<file path="src/rtl/scratch_pad_pkg.sv">
// Shared types and constants for the scratch-pad memory arbiter.
// Requesters are indexed CORE/LOADER throughout the datapath.
package scratch_pad_pkg;

  typedef enum logic {
    LOAD = 1'b0,
    RUN  = 1'b1
  } phase_e;

  localparam int CORE    = 0;
  localparam int LOADER  = 1;
  localparam int NUM_REQ = 2;

  typedef struct packed {
    logic        write;
    logic [31:0] addr;
    logic [31:0] wdata;
    logic [3:0]  wstrb;
  } req_t;

endpackage

</file>
<file path="src/rtl/scratch_pad_arbiter_starvation_counter.sv">
// Saturating wait counter: counts consecutive loader denials and flags
// the terminal count that forces a loader grant.
module starvation_counter #(
  parameter int MAX_WAIT = 4
) (
  input  logic       clock,
  input  logic       reset,
  input  logic       i_inc,
  input  logic       i_clr,
  output logic [3:0] o_count,
  output logic       o_tc
);
  localparam logic [3:0] MAX_CNT = 4'(MAX_WAIT);

  logic [3:0] r_count;

  always_ff @(posedge clock or negedge reset) begin
    if (!reset) begin
      r_count <= 4'd0;
    end else if (i_clr) begin
      r_count <= 4'd0;
    end else if (i_inc && (r_count != MAX_CNT)) begin
      r_count <= r_count + 4'd1;
    end
  end

  assign o_count = r_count;
  assign o_tc    = (r_count == MAX_CNT);

endmodule

</file>
<file path="src/rtl/scratch_pad_arbiter.sv">
// Arbiter/sequencer sharing the single-ported scratch-pad between the core
// (fixed priority in RUN) and the boot/debug loader (exclusive in LOAD).
module scratch_pad_arbiter
  import scratch_pad_pkg::*;
#(
  parameter int ADDR_WIDTH = 32,
  parameter int DATA_WIDTH = 32,
  parameter int MAX_WAIT   = 4
) (
  input  logic                                 clock,
  input  logic                                 reset,
  input  logic                                 io_loadDone,
  input  logic [NUM_REQ-1:0]                   io_req_valid,
  output logic [NUM_REQ-1:0]                   io_req_ready,
  input  logic [NUM_REQ-1:0]                   io_req_write,
  input  logic [NUM_REQ-1:0][ADDR_WIDTH-1:0]   io_req_addr,
  input  logic [NUM_REQ-1:0][DATA_WIDTH-1:0]   io_req_wdata,
  input  logic [NUM_REQ-1:0][DATA_WIDTH/8-1:0] io_req_wstrb,
  output logic [NUM_REQ-1:0]                   io_resp_valid,
  output logic [NUM_REQ-1:0][DATA_WIDTH-1:0]   io_resp_rdata,
  output logic [ADDR_WIDTH-1:0]                io_mem_rdAddress,
  input  logic [DATA_WIDTH-1:0]                io_mem_rdData,
  output logic [ADDR_WIDTH-1:0]                io_mem_wrAddress,
  output logic [DATA_WIDTH-1:0]                io_mem_wrData,
  output logic                                 io_mem_wrEnable_0,
  output logic                                 io_mem_wrEnable_1,
  output logic                                 io_mem_wrEnable_2,
  output logic                                 io_mem_wrEnable_3,
  output logic                                 io_phaseRun
);
  // Handshake: a request is accepted in any cycle where valid & ready are
  // both high. Ready may depend combinationally on the core's valid; a
  // requester must never make its valid depend on ready.

  phase_e                  r_state;
  phase_e                  w_next_state;
  logic                    r_resp_pending;
  logic                    r_resp_owner;
  logic [ADDR_WIDTH-1:0]   r_last_rd_addr;

  logic                    w_run;
  logic                    w_force;
  logic [NUM_REQ-1:0]      w_gnt;
  logic                    w_sel;
  logic                    w_any;
  logic                    w_rd_gnt;
  logic                    w_wr_gnt;
  logic [DATA_WIDTH/8-1:0] w_we;
  logic                    w_cnt_inc;
  logic                    w_cnt_clr;
  logic [3:0]              w_wait_cnt;

  starvation_counter #(.MAX_WAIT(MAX_WAIT)) u_starve (
    .clock   (clock),
    .reset   (reset),
    .i_inc   (w_cnt_inc),
    .i_clr   (w_cnt_clr),
    .o_count (w_wait_cnt),
    .o_tc    (w_force)
  );

  always_ff @(posedge clock or negedge reset) begin
    if (!reset) begin
      r_state <= LOAD;
    end else begin
      r_state <= w_next_state;
    end
  end

  // RUN is terminal; a late loadDone pulse has no effect.
  always_comb begin
    w_next_state = r_state;
    if ((r_state == LOAD) && io_loadDone) begin
      w_next_state = RUN;
    end
  end

  always_comb begin
    w_run        = (r_state == RUN);
    io_req_ready = 2'b10;
    if (w_run) begin
      io_req_ready[CORE]   = !w_force;
      io_req_ready[LOADER] = !io_req_valid[CORE] || w_force;
    end
    w_gnt     = io_req_valid & io_req_ready;
    w_sel     = w_gnt[LOADER];
    w_any     = |w_gnt;
    w_rd_gnt  = w_any && !io_req_write[w_sel];
    w_wr_gnt  = w_any && io_req_write[w_sel];
    w_cnt_inc = w_run && io_req_valid[LOADER] && !w_gnt[LOADER];
    w_cnt_clr = !w_run || !io_req_valid[LOADER] || w_gnt[LOADER];
    w_we      = w_wr_gnt ? io_req_wstrb[w_sel] : '0;
  end

  always_ff @(posedge clock or negedge reset) begin
    if (!reset) begin
      r_resp_pending <= 1'b0;
      r_resp_owner   <= 1'b0;
      r_last_rd_addr <= '0;
    end else begin
      r_resp_pending <= w_rd_gnt;
      if (w_rd_gnt) begin
        r_resp_owner   <= w_sel;
        r_last_rd_addr <= io_req_addr[w_sel];
      end
    end
  end

  assign io_mem_rdAddress  = w_rd_gnt ? io_req_addr[w_sel] : r_last_rd_addr;
  assign io_mem_wrAddress  = io_req_addr[w_sel];
  assign io_mem_wrData     = io_req_wdata[w_sel];
  assign io_mem_wrEnable_0 = w_we[0];
  assign io_mem_wrEnable_1 = w_we[1];
  assign io_mem_wrEnable_2 = w_we[2];
  assign io_mem_wrEnable_3 = w_we[3];
  assign io_phaseRun       = w_run;

  assign io_resp_valid[CORE]   = r_resp_pending && (r_resp_owner == 1'b0);
  assign io_resp_valid[LOADER] = r_resp_pending && (r_resp_owner == 1'b1);
  assign io_resp_rdata[CORE]   = io_mem_rdData;
  assign io_resp_rdata[LOADER] = io_mem_rdData;

endmodule

</file>
<file path="config.mk">
export PLATFORM = sky130hd
export DESIGN_NAME = scratch_pad_arbiter
export DESIGN_NICKNAME = d
export VERILOG_FILES = /design/src/rtl/scratch_pad_pkg.sv /design/src/rtl/scratch_pad_arbiter_starvation_counter.sv /design/src/rtl/scratch_pad_arbiter.sv
export SDC_FILE = /design/constraint.sdc
export NUM_CORES = 1
export LEC_CHECK = 0
export CORE_AREA = 2 2 132 134
export DETAILED_ROUTE_END_ITERATION = 7
export DIE_AREA = 0 0 134 136
export PLACE_DENSITY = 0.67
export SLEW_MARGIN = 20
export SYNTH_ARGS = -nofsm -noshare
export SYNTH_HDL_FRONTEND = slang
export SYNTH_SLANG_ARGS = --single-unit
</file>
<file path="constraint.sdc">
create_clock -name clock -period 3.57 [get_ports clock]
set_input_delay 0.8925 -clock clock [delete_from_list [all_inputs] [get_ports clock]]
set_output_delay 0.8925 -clock clock [all_outputs]
set_load 0.005 [all_outputs]
</file>
* Word-level counts from Yosys, hierarchy flattened *
Cells that the tools add are included.

operators by class
  $add $sub $neg = 1
  order comparisons = 1
  equality and inequality tests = 2
  muxes and demuxes = 13
  bitwise gates (word level) = 3
  reduce and logical (&&, ||, !) cells = 19

operators with widths
  cell                   count
  $mux W32               5
  $mux W4                5
  $logic_and A1 B1 Y1    8
  $logic_not A1 Y1       6
  $add A4 B1 Y4 const B  1
  $eq A4 B3 Y1 const B   1
  $ne A4 B3 Y1 const B   1
  $logic_or A1 B1 Y1     3
  $and A2 B2 Y2          1
  $lt A1 B2 Y1 const B   1
  $mux W1                2
  $mux W2                1
  $not A1 Y1             2
  $reduce_bool A2 Y1     1
  $reduce_or A2 Y1       1

storage, ports and cells
  bits in registers = 39
  output and inout bits = 169

* Depth between registers and ports, before layout *
Gate-level depths: netlist of run 1.

  depth after elaboration = 9
  gate-level depth with buffers = 10
  gate-level depth less buffers = 7

* Hierarchy *
A second synthesis of run 1 with hierarchy kept.

second synthesis, totals
  cells, all modules = 296
  area, all modules = 3144.3 µm²

modules (own cells, without submodules)
  module               times used  cells an instance  area each (µm²)  sequential area each (µm²)
  scratch_pad_arbiter  1           272                2910.3           875.8
  starvation_counter   1           24                 234.0            100.1

* Worst setup path after synthesis of run 1 *
OpenSTA, ideal clock, no wires.

  kind = input-to-output
  start = input io_req_valid[1]
  end = output io_mem_rdAddress[10]
  data arrival time = 1.893 ns
  required time = 2.678 ns
  slack = 0.785 ns
  stages = 5
  cell sequence = buf_2 > a32oi_1 > clkbuf_1 > a21oi_1 > o2bb2ai_1

on the way
  word-level cells in the longest chain between the ends = 6
  elaborated cells on any way between the ends = 9
  classes of those cells = mux: 5; bitwise: 1; reduce/logical: 3

RTL lines
  element                                      line                        source
  from (decl)                                  scratch_pad_arbiter.sv:13   input logic [NUM_REQ-1:0] io_req_valid,
  $and A2 B2 Y2 *                              scratch_pad_arbiter.sv:85   w_gnt = io_req_valid & io_req_ready;
  $mux W1 (not written as such) (2 in series)  scratch_pad_arbiter.sv:88   w_rd_gnt = w_any && !io_req_write[w_sel];
  $logic_not A1 Y1                             scratch_pad_arbiter.sv:88
  $logic_and A1 B1 Y1                          scratch_pad_arbiter.sv:88
  $mux W32 *                                   scratch_pad_arbiter.sv:109  assign io_mem_rdAddress = w_rd_gnt ? io_req_addr[w_sel] : r_last_rd_addr;
  to (decl)                                    scratch_pad_arbiter.sv:21   output logic [ADDR_WIDTH-1:0] io_mem_rdAddress,

Every way passes the cells marked *; elsewhere a longest branch is shown, timed or not. The select of a mux whose other input is x is not followed.

* Worst setup path after layout of run 1 *
  start = input io_req_write[1]
  end = output io_mem_rdAddress[3]

on the way
  word-level cells in the longest chain between the ends = 5

RTL lines
  element                                      line                        source
  from (decl)                                  scratch_pad_arbiter.sv:15   input logic [NUM_REQ-1:0] io_req_write,
  $mux W1 (not written as such) (2 in series)  scratch_pad_arbiter.sv:88
  $logic_not A1 Y1                             scratch_pad_arbiter.sv:88
  $logic_and A1 B1 Y1                          scratch_pad_arbiter.sv:88
  $mux W32                                     scratch_pad_arbiter.sv:109

No other way between the ends. The select of a mux whose other input is x is not followed.

==> metrics.txt, run 1 <==
crit path DAT about 2.6 ns; top cell type's share of synthesized area around 27%; leak pwr 2.97 nW; DR WL/cell 16.2 um; antenna violations before repair 0; Worst Hold End u_starve.o_count[0]$_DFFE_PN0P_; Final Setup Violations 0; RSZ-0062 raised after global routing false; drt pass-1 iters 4; f_max ~290 MHz; Die Span Y 136 um; full die area around 18000 um2; Core Footprint around 17000 um2; post-synthesis xor/xnor area fraction less than 1%; #FFs+latches synth 39; yosys warns 0; CP endpoint kind primary output; critical path type in -> out; worst reg2reg setup slack between 1.5 and 2 ns; DR vias 3410; CTS root buffer clkbuf_16; cts bufs inserted 5; peak fanout along the critical path 15; antenna cells 0; Multi-input gate area 2000 um2; Seq/Total Area, Yosys between 20 and 30%; Routability Congestion 0.711; CTS clk-pin slew, worst paths 0.06 ns; total gr overflow 0; initial core utilization about a fifth; Final nets around 760; crit path time final between 3 and 4 ns; Synth Area in Adders less than 1%; Syn Area/Cell ~10 um2; cells after synthesis 360; Total GRT Usage about an eighth; length in cells of the worst reg-to-reg path 10; row count 48; final WL 13.0 mm; worst flop-to-flop path startpoint u_starve.o_count[0]$_DFFE_PN0P_; syn_nets 537; Max-Slew Margin vs Limit a little over three fifths; Max Cap Viol 0; hold path depth 1; Final ANT Viol Nets 0; DP Wirelength around 10 mm; htree depth 2; final hold violation count 0; worst slack, placed -0.178 ns; share of cells above drive strength 1 between 20% and 30%; Cell Count Post-Placement 779; utilization after layout a little under two fifths; Sequential cell area roughly 980 um2; Peak VDD IR 0.186 mV; worst hold path type reg -> reg; fin crit share about 97%; First DRT Iteration DRCs 66; status complete, no violations; Tot Pwr 0.00179 W; Non-Filler Instances roughly 800; largest family of logic cells by synthesized area multiplexers; Post-Synth Simple-Gate Area between 10% and 20%; global-route wire length before repair around 19 mm; mapped cell area 3590 um2; Area Growth Syn to Fin 79.5%; Compound-Gate Fraction of Synth Area a little over an eighth; worst skew pair latency 0.29 ns; vias in the first global route ~3400; Port Buffer Count between 200 and 250; drt drc 0; clock sink count 39; I/O pin count about 340; mux cell area share after synthesis 26.3%; largest net degree at the start of global routing 40; reg2reg end r_last_rd_addr[1]$_DFF_PN0_; CTS Buffer Depth 2; Clock Skews 0.0106 ns; Crit path required time 2.68 ns; worst setup margin roughly 0.098 ns; crit path launch type input port; DR vias/cell about 4.2; top cells by area, synth dfrtp_1, mux2_4, buf_4; Pwr Density approximately 280 nW/um2; Die Wd 134 um; Distinct cells, synth 28; Slew Viols, Final 0; dominant cell type by area after synthesis dfrtp_1; number of fill cells in the layout around 1700; CTS tree done; Hold Crit Start u_starve.o_count[0]$_DFFE_PN0P_; worst slew pin tran 0.560 ns
==> timing repair <==
action / in CTS / in global routing
endpoints found under the hold margin: 0 / 0
hold buffers: 0 / 0
buffers inserted: 2 / 11
pin swaps: 1 / 4
gates resized for setup: 88 / 9
endpoints found under the setup margin: 100 / 33
cloned: 2 / 2
==> worst max-delay path: stages <==
cell and delay (ns):
clkdlybuf4s50_1 0.48, inv_1 0.08, a32oi_4 0.30, buf_6 0.16
clkbuf_16 0.17, a21oi_1 0.06, o2bb2ai_1 0.16, dlygate4sd2_1 0.28
==> cells in the mapped netlist <==
library cell,n
inv_1,4
nor2_1,35
nand2_1,1
nand3_1,9
or2_2,33
xor2_1,1
a21o_1,1
ha_1,2
o21ai_0,4
buf_2,2
and4b_1,1
nand2_8,1
and3_1,3
or2_1,1
o2bb2ai_1,32
xnor2_1,1
clkbuf_1,13
buf_4,65
buf_6,10
dfrtp_1,39
a32oi_1,1
inv_6,1
a21oi_1,32
nand3b_1,1
mux2_4,60
mux2_2,4
nor2b_1,1
and2_1,2
==> area by class of cell <==
| type | instances | share of cell area [%] |
|---|---|---|
| repair buffers | 300 | 46.4 |
| well taps | 225 | 4.37 |
| inverters | 5 | 0.369 |
| multi-input cells | 227 | 31.0 |
| flip-flops and latches | 39 | 15.1 |
| clock buffers | 6 | 2.15 |
| clock inverters | 2 | 0.543 |
==> cells by family (layout without fill, tap and decap cells) <==
family | Yosys count | after routing
AO/OA/AOI/OAI | 70 | 70
XOR/XNOR | 2 | 2
adder cells (fa/ha/maj) | 2 | 2
buffers and inverters | 95 | 313
flip-flops | 39 | 39
multiplexers | 64 | 64
AND/OR/NAND/NOR | 88 | 89
==> power breakdown <==
group	leakage [nW]	switching [W]	total [W]	internal [W]
Combinational	2.40	0.000260	0.000739	0.000479
Clock	0.0868	0.000188	0.000535	0.000348
Sequential	0.485	0.0000154	0.000510	0.000495
Total	2.97	0.000463	0.00179	0.00132
==> how the worst max path moves through the flow <==
stage                                from                    to  slack (ns)
after floorplan           io_req_valid[1]  io_mem_rdAddress[10]        0.78
after global placement    io_req_valid[0]   io_mem_rdAddress[2]       -0.16
after detailed placement  io_req_valid[0]   io_mem_rdAddress[2]       -0.18
after CTS                 io_req_valid[0]  io_mem_rdAddress[15]       -0.07
after global routing      io_req_write[1]  io_mem_rdAddress[10]       0.006
final                     io_req_write[1]   io_mem_rdAddress[3]         0.1
==> state kept, by name (all words and copies together) (netlist names) <==
signal and cells:
r_resp_owner 1, r_last_rd_addr 32, io_phaseRun 1, u_starve.o_count 4
r_resp_pending 1
==> metal layers <==
layer | up-vias | part of all wire [%] | track usage (%)
met1 | 1582 | 37 | 13.0
li1 | 1615 | - | -
met3 | 6 | 10 | 4.92
met4 | 0 | 0.94 | 3.13
met2 | 207 | 52 | 26.0
met5 | - | 0 | 0
==> stage by stage <==
| step | TNS [ns] | cell area (um2) | hold slack, ns |
|---|---|---|---|
| floorplan | 0 | 3590 | 0.450 |
| global placement | -10.39 | 6070 | 0.469 |
| detailed placement | -11.20 | 6070 | 0.472 |
| CTS | -0.404 | 6270 | 0.479 |
| global route | 0 | 6450 | 0.535 |
| finish | 0 | 6450 | 0.477 |
==> placed cells by master, fill, tap and decap left out, types with 2 or more instances in the layout <==
cell type        synthesis  routed
a21oi_1                 32      31
and2_1                   2       2
and3_4                   0       2
buf_12                   0       9
buf_4                   65      35
buf_6                   10       6
clkbuf_16                0       7
clkdlybuf4s50_1          0     167
dfrtp_1                 39      39
dlygate4sd2_1            0      72
dlymetal6s2s_1           0       7
ha_1                     2       2
inv_1                    4       4
mux2_2                   4       4
mux2_4                  60      60
nand2_8                  1       2
nand3_1                  9       9
nor2_1                  35      35
o21ai_0                  4       4
o2bb2ai_1               32      30
o2bb2ai_2                0       2
or2_2                   33      33
Note: power is estimated with default switching activity, not from simulation.
==> run 2, diff against run 1 <==
--- a/config.mk
+++ b/config.mk
@@ -5,10 +5,13 @@
 export SDC_FILE = /design/constraint.sdc
 export NUM_CORES = 1
 export LEC_CHECK = 0
+export CAP_MARGIN = 20
 export CORE_AREA = 2 2 132 134
+export CTS_CLUSTER_DIAMETER = 150
 export DETAILED_ROUTE_END_ITERATION = 7
 export DIE_AREA = 0 0 134 136
 export PLACE_DENSITY = 0.67
+export SETUP_SLACK_MARGIN = 0.5
 export SLEW_MARGIN = 20
 export SYNTH_ARGS = -nofsm -noshare
 export SYNTH_HDL_FRONTEND = slang
==> metrics.txt, run 2 (synthesis gave the netlist of run 1 again) <==
worst slew pin tran 0.570 ns (+0.00986 ns); final WL 16.5 mm (+27%); DP Wirelength 9.81 mm (unchanged); RSZ-0062 raised after global routing true; worst setup margin 0.194 ns (+0.0953 ns); CTS Buffer Depth 2 (unchanged); DR vias/cell 4.33 (+2.1%); full die area 18200 um2 (unchanged); CTS root buffer clkbuf_16; initial core utilization 21.3% (unchanged); fraction of power spent switching nets 27.9% (+1.9 points); largest net degree at the start of global routing 40 (unchanged); worst skew pair latency 0.29 ns (about the same); share of cells above drive strength 1 62.4% (+33 points); CTS tree done; Internal 0.00151 W (+14%); row count 48 (unchanged); CP endpoint kind primary output; Buf/Inv on CP 9 (+4); final hold violation count 0 (unchanged); antenna violations before repair 0 (unchanged); peak fanout along the critical path 5 (-10); Total GRT Usage 16.0% (+2.8 points); global-route wire length before repair 22.0 mm (+19%); worst hold path type reg -> reg; critical-path cell list inv_1 > ha_2 > nand3b_1 > buf_4 > and3_4 > inv_6 > buf_6 > buf_12 > nand2_8 > buf_6 > buf_6 > buf_6 > mux2_4 > buf_6; crit path time final 3.38 ns (-0.0953 ns); Core Footprint 16900 um2 (unchanged); Max-Slew Margin vs Limit 62.0% (-0.66 points); Top delay family on crit path buffers and inverters; Die Wd 134 um (unchanged); antenna cells 0 (unchanged); fin crit share 94.6% (-2.7 points); crit path launch type register; Area Growth Syn to Fin 124%; First DRT Iteration DRCs 57 (-14%); critical path's largest stage delay 0.37 ns (-0.11 ns); Comb pwr share 49.7% (+8.3 points); clock sink count 39 (unchanged); commonest non-fill, non-tap cell in the layout clkdlybuf4s50_1; Worst path slowest cell dfrtp_1; DR vias 3923 (+15%); Clock Skews 0.00925 ns (-0.00136 ns); Port Buffer Count 247 (unchanged); cts bufs inserted 5 (unchanged); Die Span Y 136 um (unchanged); max FFs per register 32 (unchanged); drt pass-1 iters 4 (unchanged); I/O pin count 344 (unchanged); htree depth 2 (unchanged); leak pwr 3.74 nW (+26%); Max Cap Viol 0 (unchanged); number of fill cells in the layout 1531 (-11%); Final ANT Viol Nets 0 (unchanged); TNS Setup 0 ns (unchanged); total gr overflow 0 (unchanged); Final nets 857 (+14%); Final Setup Violations 0 (unchanged); Net Sw Power 0.000585 W (+26%); Pwr Density 261 nW/um2 (-5.8%); crit path DAT 2.48 ns (-0.10 ns); most frequent cells in the layout clkdlybuf4s50_1, buf_6, buf_4, mux2_4, dfrtp_1; Routability Congestion 0.711 (unchanged); CTS clk-pin slew, worst paths 0.06 ns (about the same); vias in the first global route 3842 (+12%); Flop pwr share 24.4% (-4.2 points); Clock power frac 25.9% (-4.1 points); worst slack, placed -0.178 ns (unchanged); Reg with most FFs r_last_rd_addr; f_max 296 MHz (+2.8%); status complete, no violations; Crit path required time 2.68 ns (about the same); WHS 0.505 ns (+0.0273 ns); critical path's most frequent cell buf_6; critical path type reg -> out; drt drc 0 (unchanged); Peak VDD IR 0.193 mV (+3.7%); Slew Viols, Final 0 (unchanged); utilization after layout 47.7% (+9.5 points); DR WL/cell 18.2 um (+12%)
run 2: cell count changes in the layout (fill, tap and decap cells not counted), moves of 6 or more:
cell	change
a21oi_2	+15
buf_4	+31
clkbuf_2	+20
buf_2	+34
clkdlybuf4s50_1	-26
dlygate4sd2_1	-72
a21oi_4	+11
buf_8	+7
a21oi_1	-26
buf_12	+12
buf_6	+85
o2bb2ai_2	+23
o2bb2ai_1	-27
buf_16	+6
run 2: worst paths after layout:
path	from	to	slack [ns]	cells after the start
worst max-delay path	u_starve.o_count[1]$_DFFE_PN0P_	io_mem_wrAddress[30]	0.19	14
worst min-delay path	r_resp_owner$_DFFE_PN0P_	r_resp_owner$_DFFE_PN0P_	0.50	1
worst max register to register	u_starve.o_count[1]$_DFFE_PN0P_	r_last_rd_addr[30]$_DFF_PN0_	0.68	19
worst min register to register	r_resp_owner$_DFFE_PN0P_	r_resp_owner$_DFFE_PN0P_	0.50	1
max in group asynchronous	reset	r_last_rd_addr[7]$_DFF_PN0_	2.58	1
min in group asynchronous	reset	r_last_rd_addr[25]$_DFF_PN0_	0.59	1
run 2: final cells by class:
class                   instances  area, um2  share of cell area [%]
repair buffers                402       4170                    51.8
flip-flops and latches         39        976                    12.1
multi-input cells             227       2420                    30.1
well taps                     225        282                    3.50
clock buffers                   6        139                    1.73
clock inverters                 2       35.0                   0.436
inverters                       5       23.8                   0.296
run 2: through the flow:
stage / cell area, um2 / std cells / power, W
CTS: 7160 / 867 / 0.00197
global placement: 6070 / 779 / 0.00128
floorplan: 3590 / 360 / 0.000844
global route: 8040 / 906 / 0.00220
detailed placement: 6070 / 779 / 0.00129
finish: 8040 / 906 / 0.00210
run 2: worst register-to-register path, stage by stage (launching register included):
cell and delay, ns:
dfrtp_1 0.37, inv_1 0.06, ha_2 0.17, nand3b_1 0.13
buf_4 0.17, and3_4 0.20, buf_4 0.14, buf_8 0.13
buf_12 0.13, buf_8 0.13, buf_6 0.13, a21oi_4 0.12
o2bb2ai_2 0.07, buf_4 0.13, buf_4 0.12, buf_4 0.12
buf_4 0.12, buf_4 0.12, buf_4 0.12, buf_4 0.11
run 2: power by group through the flow:
stage                     registers, W  clock network [W]  logic [W]
after global routing          0.000516           0.000576    0.00111
after global placement        0.000517                  0   0.000764
after CTS                     0.000510           0.000559   0.000898
final                         0.000511           0.000543    0.00104
after floorplan               0.000515                  0   0.000329
after detailed placement      0.000519                  0   0.000767
run 2: repair_timing:
item | CTS | global route
gates resized for setup | 355 | 214
setup endpoints to repair | 101 | 101
gates cloned | 10 | 3
buffers inserted | 70 | 36
hold buffers | 0 | 0
pin swaps | 17 | 27
run 2: per-layer routing:
layer	wire [um]	part of all wire, %	vias up	track usage (%)
met5	0	0	-	0
met4	477	2.9	0	5.14
met3	1380	8.4	24	4.88
met2	8830	53	223	30.9
met1	5820	35	1852	16.3
li1	-	-	1824	-
==> run 3, diff against run 2 <==
--- a/config.mk
+++ b/config.mk
@@ -10,6 +10,7 @@
 export CTS_CLUSTER_DIAMETER = 150
 export DETAILED_ROUTE_END_ITERATION = 7
 export DIE_AREA = 0 0 134 136
+export GPL_ROUTABILITY_DRIVEN = 0
 export PLACE_DENSITY = 0.67
 export SETUP_SLACK_MARGIN = 0.5
 export SLEW_MARGIN = 20
==> results of run 3 <==
The final DEF is identical to that of run 2; final timing and power are the same.
